--- src/rtl/instr_fetch_unit.sv ---
// Single-entry instruction fetch stage: issues one memory request, buffers the
// returned word for decode, and redirects on branch.
module instr_fetch_unit #(
  parameter logic [15:0] RESET_PC = 16'h0000
) (
  input  logic        clk,
  input  logic        reset,
  input  logic [15:0] next_PC,
  output logic [15:0] cur_PC,
  input  logic        branch_valid,
  input  logic [15:0] branch_target,
  output logic        imem_req,
  output logic [15:0] imem_addr,
  input  logic        imem_ack,
  input  logic [15:0] imem_data,
  output logic [15:0] instr,
  output logic        instr_valid,
  input  logic        instr_ready,
  output logic [15:0] fetch_count
);

  typedef enum logic {FETCH = 1'b0, FULL = 1'b1} state_t;

  state_t      state, state_next;
  logic [15:0] pc_next, instr_next, count_next;
  logic        valid_next;

  always_ff @(posedge clk) begin
    if (reset) begin
      state       <= FETCH;
      cur_PC      <= RESET_PC;
      instr       <= 16'h0000;
      instr_valid <= 1'b0;
      fetch_count <= 16'h0000;
    end else begin
      state       <= state_next;
      cur_PC      <= pc_next;
      instr       <= instr_next;
      instr_valid <= valid_next;
      fetch_count <= count_next;
    end
  end

  // Branch wins over both ack and accept: returned data or the buffered word is dropped.
  always_comb begin
    state_next = state;
    pc_next    = cur_PC;
    instr_next = instr;
    valid_next = instr_valid;
    count_next = fetch_count;
    if (branch_valid) begin
      state_next = FETCH;
      pc_next    = branch_target;
      valid_next = 1'b0;
    end else begin
      case (state)
        FETCH: if (imem_ack) begin
          state_next = FULL;
          pc_next    = next_PC;
          instr_next = imem_data;
          valid_next = 1'b1;
        end
        FULL: if (instr_ready) begin
          state_next = FETCH;
          valid_next = 1'b0;
          count_next = fetch_count + 16'd1;
        end
        default: state_next = FETCH;
      endcase
    end
  end

  assign imem_req  = (state == FETCH) && !reset;
  assign imem_addr = cur_PC;

endmodule
--- config.mk ---
export PLATFORM = sky130hd
export DESIGN_NAME = instr_fetch_unit
export DESIGN_NICKNAME = d
export VERILOG_FILES = /design/src/rtl/instr_fetch_unit.sv
export SDC_FILE = /design/constraint.sdc
export NUM_CORES = 1
export LEC_CHECK = 0
export BUFFER_PORTS_ARGS = -buffer_cell sky130_fd_sc_hd__buf_2
export CAP_MARGIN = 40
export CORE_ASPECT_RATIO = 1.2
export CORE_UTILIZATION = 40
export DETAILED_ROUTE_END_ITERATION = 6
export GPL_TIMING_DRIVEN = 0
export HOLD_SLACK_MARGIN = 0.05
export PLACE_DENSITY = 0.73
export SLEW_MARGIN = 40
export SYNTH_ARGS = -nofsm -noshare
export SYNTH_HDL_FRONTEND = slang
export SYNTH_SLANG_ARGS = --single-unit
--- constraint.sdc ---
create_clock -name clk -period 4.63 [get_ports clk]
set_input_delay 0 -clock clk [delete_from_list [all_inputs] [get_ports clk]]
set_output_delay 0 -clock clk [all_outputs]
set_load 0.05 [all_outputs]
After elaboration in Yosys (flattened, before gate mapping)
Index checks and enable logic that the tools add are counted.
{"block": "totals", "reg_bits": 50, "output_inout_bits": 66, "elab_cells": 28}
{"block": "op_classes", "n_addsub": 1, "eq_ne": 3, "n_mux": 9, "bitwise_logic": 2, "reduce_logical": 8}
{"cell": "two-way mux 16 bit", "n": 3}
{"cell": "adder 16 x 1 -> 16 bit, second input constant", "n": 1}
{"cell": "inequality test 2 bit, second input constant", "n": 3}
{"cell": "AND reduction 3 bit", "n": 2}
{"cell": "two-way mux 1 bit", "n": 4}
{"cell": "case mux 1 bit (2 select lines)", "n": 2}
{"cell": "AND reduction 2 bit", "n": 2}
{"cell": "inverter 1 bit", "n": 2}
{"cell": "nonzero test 2 bit", "n": 1}
{"cell": "OR reduction 2 bit", "n": 1}
{"cell": "logical AND 1 bit", "n": 1}
{"cell": "zero test 1 bit", "n": 1}

Logic depth before layout (Yosys ltp)
Gate-level depths: netlist (run 1).
{"block": "depth", "depth_word": 3, "depth_mapped": 7}

Worst setup path after synthesis (run 1)
Ideal clock, no wire load.
{"block": "synth_path", "path_type": "reg2reg", "from": "reg fetch_count[3]", "to": "reg fetch_count[15]", "setup_time_ns": 0.070, "arrival_time_ns": 2.060, "t_required_ns": 4.560, "path_slack_ns": 2.500, "stages_incl_launch_ff": 5, "path_buffers": 0, "synth_period_minus_slack_ns": 2.130, "path_cell_list": "dfxtp_1 > nand4_1 > or4_4 > or3_1 > a21oi_1"}
{"block": "synth_via", "elab_chain_len": 1}
{"element": "start: declaration", "line_no": "19", "rtl": "output logic [15:0] fetch_count"}
{"element": "start signal: assignment", "line_no": "40", "rtl": "fetch_count <= count_next;"}
{"element": "adder 16 x 1 -> 16 bit", "line_no": "66", "rtl": "count_next = fetch_count + 16'd1;"}
No other way between the ends.
A chain may end at the register's enable or synchronous reset.

Worst setup path after layout (run 1)
{"block": "layout_path", "from": "reg state", "to": "reg cur_PC[10]"}
{"block": "layout_via", "elab_chain_len": 2}
{"element": "start: declaration", "line_no": "24", "rtl": "state_t state, state_next;"}
{"element": "start signal: assignment", "line_no": "36", "rtl": "state <= state_next;"}
{"element": "inequality test 2 bit (no source line)"}
{"element": "AND reduction 2 bit (no source line)"}
{"element": "end signal: assignment", "line_no": "37", "rtl": "cur_PC <= pc_next;"}
{"element": "end: declaration", "line_no": "9", "rtl": "output logic [15:0] cur_PC,"}
No other way between the ends.

==> flow_summary_export.csv, run 1 <==
group,metric,value,unit
run_status,status,"finished, final reports clean",
hold_path,min_from,"next_PC[4]",
sta,finalMaxSlewViolations,0,
sta,period_share,54.74,%
floorplan,die-height,83.47,microns
yosys,syn_nets,302,
yosys,synthArstFlopShare,0,%
sta,clock_skew,7.453,ps
cts,clk_pin_slew,90,ps
cts,cts_tree,"yes",
setup_path,r2r_cells,7,
floorplan,io_pins,119,
floorplan,core_area,5298,sq um
placed_design,io_buffers,117,
cts,cts_resized,0,
cells_and_area,fin_cells,474,
hold_path,min_path_cells,4,
cts,clk-insertion-delay-late,300,ps
hold_path,hold_end,"cur_PC[4]$_SDFFE_PP0P_",
cells_and_area,layout-drive-gt1-share,38.83,%
sta,fin_tns_setup,0,ps
power_and_ir_drop,ir_worst_vdd,0.1714,mV
yosys,synth.avg_cell_area,8.920,sq um
floorplan,row_count,29,
drt,totalWireLength,6.055,mm
setup_path,r2r-start,"state$_SDFF_PP0_",
power_and_ir_drop,p_per_area,291.9,nW/um^2
sta,hold_slack,62.45,ps
global_route,grt_pass1_wl,9.756,mm
cts,ctsHoldBuffers,39,
floorplan,initial_utilization,41.76,%
floorplan,die_area,5833,sq um
job,drv_cap,0,
sta,rsz0062_at_grt,"no",
sta,setup_viol,0,
sta,fmax,0.3945,GHz
cells_and_area,layout.nets,465,
cells_and_area,final_common_cell,"buf_2",
cts,cts_buffer_depth,2,
yosys,syn_area,2212,sq um
drt,wl_per_cell,12.77,microns
yosys,synth_top_area_share,45.25,%
setup_path,end_kind,"flop",
yosys,synth_area_leaders,"dfxtp_1, mux2_2, mux2i_1, nand2_1, buf_4",
global_route,antenna_found_initial,0,
sta,finalHoldViolCount,0,
setup_path,critPathMaxFanout,10,
yosys,yosysWarnings,0,
drt,vias,2297,
cts,clock_tree.root_cell,"clkbuf_8",
sta,period_minus_slack,2535,ps
yosys,synth_edf_count,0,
yosys,synth_cells,248,
drt,via_per_inst,4.846,
cts,cts_sinks,50,
setup_path,worst_setup_path_start_kind,"flop",
yosys,ys_seq_area_share,45.25,%
global_route,grt_overflow,0,
setup_path,startpoint,"state$_SDFF_PP0_",
cts,numCtsBuffers,5,
sta,tightest_slew,720.6,ps
drt,ant_nets,0,
cts,cts_setup_buffers,0,
yosys,yosysTopAreaCell,"dfxtp_1",
hold_path,min_path_type,"input pin to flop",
yosys,synth_seq_cells,50,
global_route,grt_max_degree,15,
cells_and_area,synthToLayoutAreaGrowth,51.75,%
global_route,grt_usage,20.75,%
drt,dr.pass1.iters,4,
placed_design,place_congestion,0.7627,
yosys,yosysUniqueCellTypes,29,
placed_design,hpwlAfterDp,3.978,mm
drt,drc,0,
global_route,grt_pass1_vias,2196,
setup_path,r2r-end,"cur_PC[10]$_SDFFE_PP0P_",
cells_and_area,mostFrequentLayoutCells,"buf_2, dfxtp_1, nand2_1, dlygate4sd3_1, nor2_1",
cts,htreeDepth,2,
drt,first_iter_violations,91,
placed_design,place_inst,427,
floorplan,die_w,69.89,microns
setup_path,required,4810,ps
yosys,synth_flop_cell,"dfxtp_1",
sta,maxSlewHeadroom,51.96,%
cells_and_area,n_antenna_cell,0,
setup_path,regToRegSetupSlack,2100,ps
setup_path,worstSetupPathType,"flop to flop",
power_and_ir_drop,power_leakage,0.001639,uW
setup_path,worst_ep_arrival_time,2720,ps
-- cell usage after synthesis, drive strengths merged (4+ instances only) --
master	instances
xnor2	7
buf	19
nor2	30
xor2	4
mux2	16
dfxtp	50
mux2i	17
nand4	4
clkbuf	11
a21oi	21
nor4	4
nand2	39
-- kinds of logic (layout without fill, tap and decap cells) --
kind of cell	after synthesis	in the layout	synth area share, %
DFF	50	50	45.25
and+or+nand+nor	95	95	19.57
adders and majority gates	1	1	0.5655
xor gates and xnor gates	11	11	4.355
muxes	33	33	15.84
buffers and inverters	32	196	8.202
AOI/OAI and AO/OA	26	26	6.222
-- worst max-delay path, cell delays in order (launching register included) --
cell and delay [ps]:
dfxtp_1 390, nor2b_1 120, buf_2 240, buf_1 490, mux2_2 400, mux2i_1 150, dlygate4sd3_1 590, nor2_1 50
-- sequential cells by signal (all words and copies together) (netlist names) --
signal and cells:
state 1, instr_valid 1, instr 16, fetch_count 16
cur_PC 16
-- power breakdown --
group | internal, uW | switching, uW | leakage [uW]
sequential | 448 | 11.5 | 0.000409
combinational | 99.4 | 159 | 0.00118
clock | 121 | 141 | 0.0000482
total | 668 | 312 | 0.00164
-- stage by stage --
step                      total power (uW)  cell area [sq um]  setup WS (ps)  utilization (%)
after CTS                            987.2               3357           2167            63.37
final                                980.0               3357           2095            63.37
after detailed placement             696.9               2875           2660            54.27
after global routing                  1025               3357           1930            63.37
after global placement               693.0               2875           2733            54.27
after floorplan                      636.6               2212           2500                -
-- how the worst max path moves through the flow --
| stage | to |
|---|---|
| 2_1_floorplan | fetch_count[15]$_SDFFE_PP0P_ |
| 3_3_place_gp | cur_PC[4]$_SDFFE_PP0P_ |
| 3_5_place_dp | cur_PC[8]$_SDFFE_PP0P_ |
| 4_1_cts | cur_PC[11]$_SDFFE_PP0P_ |
| 5_1_grt | cur_PC[10]$_SDFFE_PP0P_ |
| 6_report | cur_PC[10]$_SDFFE_PP0P_ |
-- final cells by class --
| cell class | instances | area [sq um] |
|---|---|---|
| Timing Repair Buffer | 156 | 975.9 |
| Sequential cell | 50 | 1001 |
| Inverter | 2 | 7.507 |
| Clock inverter | 1 | 5.005 |
| Tap cell | 62 | 77.57 |
| Fill cell | 454 | 1941 |
| Clock buffer | 7 | 86.33 |
| Buffer | 30 | 173.9 |
| Multi-Input combinational cell | 166 | 1030 |
-- routing by layer --
metal  GRT usage (%)  wire (microns)  up-vias  share of wire, %
li1                -               -     1146                 -
met1           22.71            2398     1068                40
met2           37.24            3247       67                54
met3           4.589             238       16               3.9
met4           10.18             169        0               2.8
met5               0               0        -                 0
No activity file was read; power rests on OpenSTA's default activity.
==> inputs of run 2 (changes only) <==
Clock period 4.63 ns to 2.45 ns, I/O delays scaled along.
==> run 2 against run 1 <==
Power increased by 88%. Clock-buffer cell count unchanged. Final cell count unchanged. Flip-flop and latch count unchanged. Clock power increased by 89%. Sequential power increased by 89%. First-iteration DRC count decreased by 2.2%. Wire length decreased by 0.92%. Clock skew about the same. Die area unchanged. Combinational power increased by 87%.
==> flow_summary_export.csv, run 2 (synthesis results as in run 1) <==
group,metric,value,unit
run_status,status,"finished, final reports clean",
cts,cts_setup_buffers,0,
global_route,grt_overflow,0,
cts,cts_sinks,50,
sta,fmax,0.5023,GHz
drt,ant_nets,0,
cts,clock_tree.root_cell,"clkbuf_8",
setup_path,worst_setup_path_start_kind,"flop",
placed_design,place_area,2875,sq um
setup_path,startpoint,"state$_SDFF_PP0_",
job,drv_cap,0,
drt,first_iter_violations,89,
floorplan,core_area,5298,sq um
cells_and_area,top_regs,"cur_PC (16), fetch_count (16), instr (16)",
floorplan,io_pins,119,
sta,fin_tns_setup,0,ps
power_and_ir_drop,combPwrFrac,26.2,%
placed_design,io_buffers,117,
drt,vias,2282,
global_route,grt_pass1_wl,9.694,mm
setup_path,end_kind,"flop",
floorplan,row_count,29,
global_route,antenna_found_initial,0,
cells_and_area,design_area,3357,sq um
power_and_ir_drop,power_leakage,0.001640,uW
placed_design,place_inst,427,
setup_path,r2r_cells,6,
sta,period_share,81.26,%
cts,clk_pin_slew,90,ps
drt,dr.pass1.iters,4,
drt,drc,0,
drt,totalWireLength,5.999,mm
placed_design,detailedPlace.worstSlack,479.7,ps
placed_design,hpwlAfterDp,3.978,mm
setup_path,worst_ep_arrival_time,2170,ps
cells_and_area,n_antenna_cell,0,
power_and_ir_drop,switching_share,31.82,%
power_and_ir_drop,power.internal,1259,uW
floorplan,die_area,5833,sq um
hold_path,min_path_type,"input pin to flop",
sta,finalMaxSlewViolations,0,
setup_path,required,2630,ps
power_and_ir_drop,seqPwrFrac,47.0,%
floorplan,die-height,83.47,microns
cts,cts_resized,0,
setup_path,worstSetupPathType,"flop to flop",
hold_path,min_from,"next_PC[4]",
power_and_ir_drop,netSwitchingPower,587.6,uW
sta,tightest_slew,724.2,ps
global_route,grt_pass1_vias,2185,
cts,ctsHoldBuffers,39,
cells_and_area,fin_cells,474,
cts,cts_buffer_depth,2,
floorplan,initial_utilization,41.76,%
cts,clk-insertion-delay-late,300,ps
cells_and_area,final_common_cell,"buf_2",
power_and_ir_drop,p_per_area,550.1,nW/um^2
sta,final.setup.worst_slack,459.2,ps
sta,rsz0062_at_grt,"no",
setup_path,r2r-start,"state$_SDFF_PP0_",
sta,period_minus_slack,1991,ps
placed_design,place_congestion,0.7627,
hold_path,min_path_cells,4,
cts,htreeDepth,2,
global_route,grt_usage,20.66,%
cts,numCtsBuffers,5,
cells_and_area,layout-drive-gt1-share,38.83,%
sta,clock_skew,7.120,ps
sta,setup_viol,0,
cts,cts_tree,"yes",
cells_and_area,layout.nets,465,
cells_and_area,synthToLayoutAreaGrowth,51.75,%
cells_and_area,mostFrequentLayoutCells,"buf_2, dfxtp_1, nand2_1, dlygate4sd3_1, nor2_1",
global_route,grt_max_degree,15,
setup_path,critPathMaxFanout,10,
power_and_ir_drop,ir_worst_vdd,0.3234,mV
sta,finalHoldViolCount,0,
power_and_ir_drop,clkPwrFrac,26.8,%
floorplan,die_w,69.89,microns
drt,via_per_inst,4.814,
drt,wl_per_cell,12.66,microns
sta,maxSlewHeadroom,51.72,%
run 2: power groups by stage:
stage / clock [uW] / sequential, uW / combinational (uW)
CTS: 513 / 867 / 482
floorplan: 0 / 999 / 204
global route: 548 / 873 / 513
global placement: 0 / 884 / 425
detailed placement: 0 / 886 / 431
finish: 495 / 868 / 485
run 2: metal layers:
metal  track usage (%)  up-vias  wire length (microns)
li1                  -     1145                      -
met1             22.15     1057                   2337
met2             37.85       67                   3228
met3             4.589       13                    251
met4             9.636        0                    182
met5                 0        -                      0
run 2: final timing paths:
check                           endpoint  slack [ps]
setup / recovery  cur_PC[3]$_SDFFE_PP0P_         460
hold / removal    cur_PC[4]$_SDFFE_PP0P_          60
setup reg to reg  cur_PC[3]$_SDFFE_PP0P_         460
hold reg to reg    instr[2]$_SDFFE_PP0P_         450
run 2: final cells by class:
cell class	count	area (sq um)
well taps	62	77.57
clock buffers	7	86.33
flip-flops and latches	50	1001
plain buffers	30	173.9
inverters	2	7.507
clock inverters	1	5.005
repair buffers	156	975.9
fillers	451	1941
multi-input cells	166	1030
run 2: worst max-delay path: stages (launching register included):
cell	delay, ps
dfxtp_1	390
nor2b_1	120
buf_2	250
mux2_2	370
mux2i_1	140
dlygate4sd3_1	570
nor2_1	40
run 2: per-stage QoR:
stage               power (uW)  util, %  hold WS, ps
CTS                       1862    63.37        50.29
finish                    1847    63.37        59.56
floorplan                 1203        -        116.5
detailed placement        1317    54.27        244.5
global route              1934    63.37        56.20
global placement          1310    54.27        232.9
==> inputs of run 3 (changes only) <==
Settings changed: ABC_AREA from default to 1, PLACE_DENSITY 0.73 to 0.75.
Clock period 2.45 ns to 1.65 ns, I/O delays scaled along.
==> run 3 against run 2 <==
The flow now finishes with violations (design-rule violations). Via count increased by 16%. Power increased by 56%. Combinational power increased by 44%. Clock skew increased by 0.83 ps. Core utilization increased by 2.4 points. Final cell count increased by 17%. Setup slack got worse by 190 ps. Hold slack improved by 25 ps. Flip-flop and latch count unchanged. Design area increased by 5.9%. Sequential power increased by 49%. Critical path type unchanged. Largest power group unchanged. Highest routed layer unchanged.
==> flow_summary_export.csv, run 3 <==
group,metric,value,unit
run_status,status,"finished with violations",
run_status,violations,"design-rule violations",
sta,period_minus_slack,1378,ps
drt,drc,15,
floorplan,initial_utilization,42.65,%
setup_path,critPathSlowestCell,"dfxtp_1",
sta,period_share,83.54,%
yosys,yosysTopAreaCell,"dfxtp_1",
setup_path,crit_buf_inv,1,
floorplan,row_count,29,
yosys,synth_cells,319,
global_route,antenna_found_initial,0,
yosys,synth_top_area_share,43.41,%
global_route,grt_pass1_vias,2480,
yosys,synth_flop_cell,"dfxtp_1",
yosys,synth.avg_cell_area,7.229,sq um
cells_and_area,synthToLayoutAreaGrowth,54.21,%
setup_path,required,1860,ps
setup_path,worst_ep_arrival_time,1580,ps
drt,wl_per_cell,12.71,microns
sta,fin_tns_setup,0,ps
yosys,syn_nets,373,
sta,maxSlewHeadroom,63.65,%
cells_and_area,multi_input_area,1027,sq um
cts,cts_setup_buffers,0,
yosys,synthAdderAreaFrac,0.5426,%
cells_and_area,layout.nets,544,
setup_path,cp.depth,8,
power_and_ir_drop,p_per_area,809.6,nW/um^2
power_and_ir_drop,seqPwrFrac,44.8,%
setup_path,crit_family,"simple AND/OR/NAND/NOR gates",
cts,clock_tree.root_cell,"clkbuf_8",
placed_design,hpwlAfterDp,4.566,mm
yosys,synthSimpleGateAreaFrac,32.61,%
setup_path,slowest_delay,410,ps
yosys,yosys-top-cells-count,"nand2_1, dfxtp_1, nor2_1",
yosys,yosysWarnings,0,
yosys,synth_edf_count,0,
drt,vias,2656,
yosys,synth_top_family_by_area,"simple AND/OR/NAND/NOR gates",
sta,tightest_slew,545.3,ps
cells_and_area,layout-drive-gt1-share,32.79,%
global_route,grt_overflow,0,
yosys,syn_area,2306,sq um
sta,fmax,0.7255,GHz
sta,clock_skew,7.953,ps
global_route,grt_usage,23.44,%
placed_design,place_area,2969,sq um
yosys,synth_area_leaders,"dfxtp_1, nand2_1, a21oi_1, buf_4, nor2_1",
yosys,synth_xor_area_share,0.3798,%
cts,clk-insertion-delay-late,300,ps
floorplan,die_w,71.31,microns
sta,setup_viol,0,
cts,cts_sinks,50,
power_and_ir_drop,switching_share,31.69,%
power_and_ir_drop,clkPwrFrac,31.0,%
cells_and_area,n_fill_cell,451,
placed_design,place_congestion,0.8249,
cells_and_area,top_regs,"cur_PC (16), fetch_count (16), instr (16)",
setup_path,end_kind,"flop",
setup_path,worst_setup_path_start_kind,"flop",
yosys,synthMuxAreaShare,0,%
drt,dr.pass1.iters,7,
sta,finalMaxSlewViolations,0,
cells_and_area,design_area,3556,sq um
yosys,synthArstFlopShare,0,%
global_route,grt_pass1_wl,11.38,mm
floorplan,io_pins,119,
cts,cts_tree,"yes",
job,drv_cap,0,
yosys,ys_seq_area_share,43.41,%
setup_path,worstSetupPathType,"flop to flop",
cells_and_area,seq_area,1001,sq um
cells_and_area,n_antenna_cell,0,
setup_path,crit_chain,"ha_1, inv_1, nor2_1, nand2_1, nor2_2, nand3_1, nand2_1, nor2_1",
drt,ant_nets,0,
yosys,yosysMostFrequentCell,"nand2_1",
floorplan,die_area,6074,sq um
power_and_ir_drop,combPwrFrac,24.2,%
sta,finalHoldViolCount,0,
cts,cts_buffer_depth,2,
cts,htreeDepth,2,
power_and_ir_drop,netSwitchingPower,912.4,uW
placed_design,io_buffers,117,
drt,via_per_inst,4.803,
power_and_ir_drop,ir_worst_vdd,0.5684,mV
power_and_ir_drop,power.internal,1967,uW
yosys,synth_compound_area_share,11.01,%
hold_path,min_path_type,"input pin to flop",
floorplan,core_area,5406,sq um
floorplan,die-height,85.18,microns
cells_and_area,mostFrequentLayoutCells,"buf_2, nand2_1, dfxtp_1",
yosys,yosysUniqueCellTypes,26,
cells_and_area,final_common_cell,"buf_2",
global_route,grt_max_degree,18,
setup_path,r2r_cells,8,
sta,rsz0062_at_grt,"no",
drt,totalWireLength,7.027,mm
setup_path,critPathMaxFanout,5,
power_and_ir_drop,power_leakage,0.001732,uW
hold_path,min_path_cells,5,
cts,clk_pin_slew,100,ps
yosys,synth_seq_cells,50,
cts,cts_resized,0,
drt,first_iter_violations,141,
cts,numCtsBuffers,5,
==> run 3: power by group through the flow <==
stage / combinational, uW / sequential [uW] / clock, uW
after floorplan: 270 / 1480 / 0
after global placement: 596 / 1310 / 0
after detailed placement: 600 / 1320 / 0
after CTS: 688 / 1290 / 919
after global routing: 740 / 1300 / 964
final: 696 / 1290 / 892
==> run 3: path summary, 6_finish.rpt <==
check / from / slack, ps / end
worst max-delay path: fetch_count[1]$_SDFFE_PP0P_ / 270 / fetch_count[14]$_SDFFE_PP0P_
worst min-delay path: next_PC[14] / 80 / cur_PC[14]$_SDFFE_PP0P_
worst max register to register: fetch_count[1]$_SDFFE_PP0P_ / 270 / fetch_count[14]$_SDFFE_PP0P_
worst min register to register: instr[2]$_SDFFE_PP0P_ / 470 / instr[2]$_SDFFE_PP0P_
==> run 3: timing repair <==
action,in CTS,in global routing
hold endpoints to repair,32,0
setup endpoints to repair,0,0
hold buffers,47,0
==> run 3: cells by family after synthesis <==
group,after synthesis
AOI/OAI and AO/OA,47
and+or+nand+nor,171
adders and majority gates,1
buffers and inverters,49
DFF,50
xor gates and xnor gates,1
==> run 3: worst register-to-register path, cell delays in order, from the launching register on <==
cell and delay, ps:
dfxtp_1 410, ha_1 230, inv_1 70, nor2_1 150, nand2_1 80, nor2_2 150
nand3_1 90, nand2_1 60, nor2_1 40
==> run 3: final cells by class <==
type                    count  share of cell area (%)
flip-flops and latches     50                   28.15
multi-input cells         220                   28.89
plain buffers              28                   5.595
clock inverters             3                   1.337
clock buffers               5                   1.935
repair buffers            164                   29.70
inverters                  21                   2.217
well taps                  62                   2.182
==> run 3: metal layers <==
| metal | vias to the layer above | routed length [microns] | global-route usage (%) |
|---|---|---|---|
| met2 | 118 | 3408 | 42.86 |
| met3 | 21 | 549 | 5.938 |
| met1 | 1177 | 2872 | 25.61 |
| met4 | 0 | 196 | 9.091 |
| li1 | 1340 | - | - |
| met5 | - | 0 | 0 |
==> run 3: through the flow <==
step           std cells  power, uW  hold slack [ps]  util, %  setup WS (ps)
2_1_floorplan        319       1747            129.4        -          64.94
3_3_place_gp         498       1910            236.2    54.92          316.6
3_5_place_dp         498       1918            253.0    54.92          295.3
4_1_cts              553       2896            76.48    65.77          274.2
5_1_grt              553       3002            89.64    65.77          123.9
6_report             553       2879            84.71    65.77          271.6
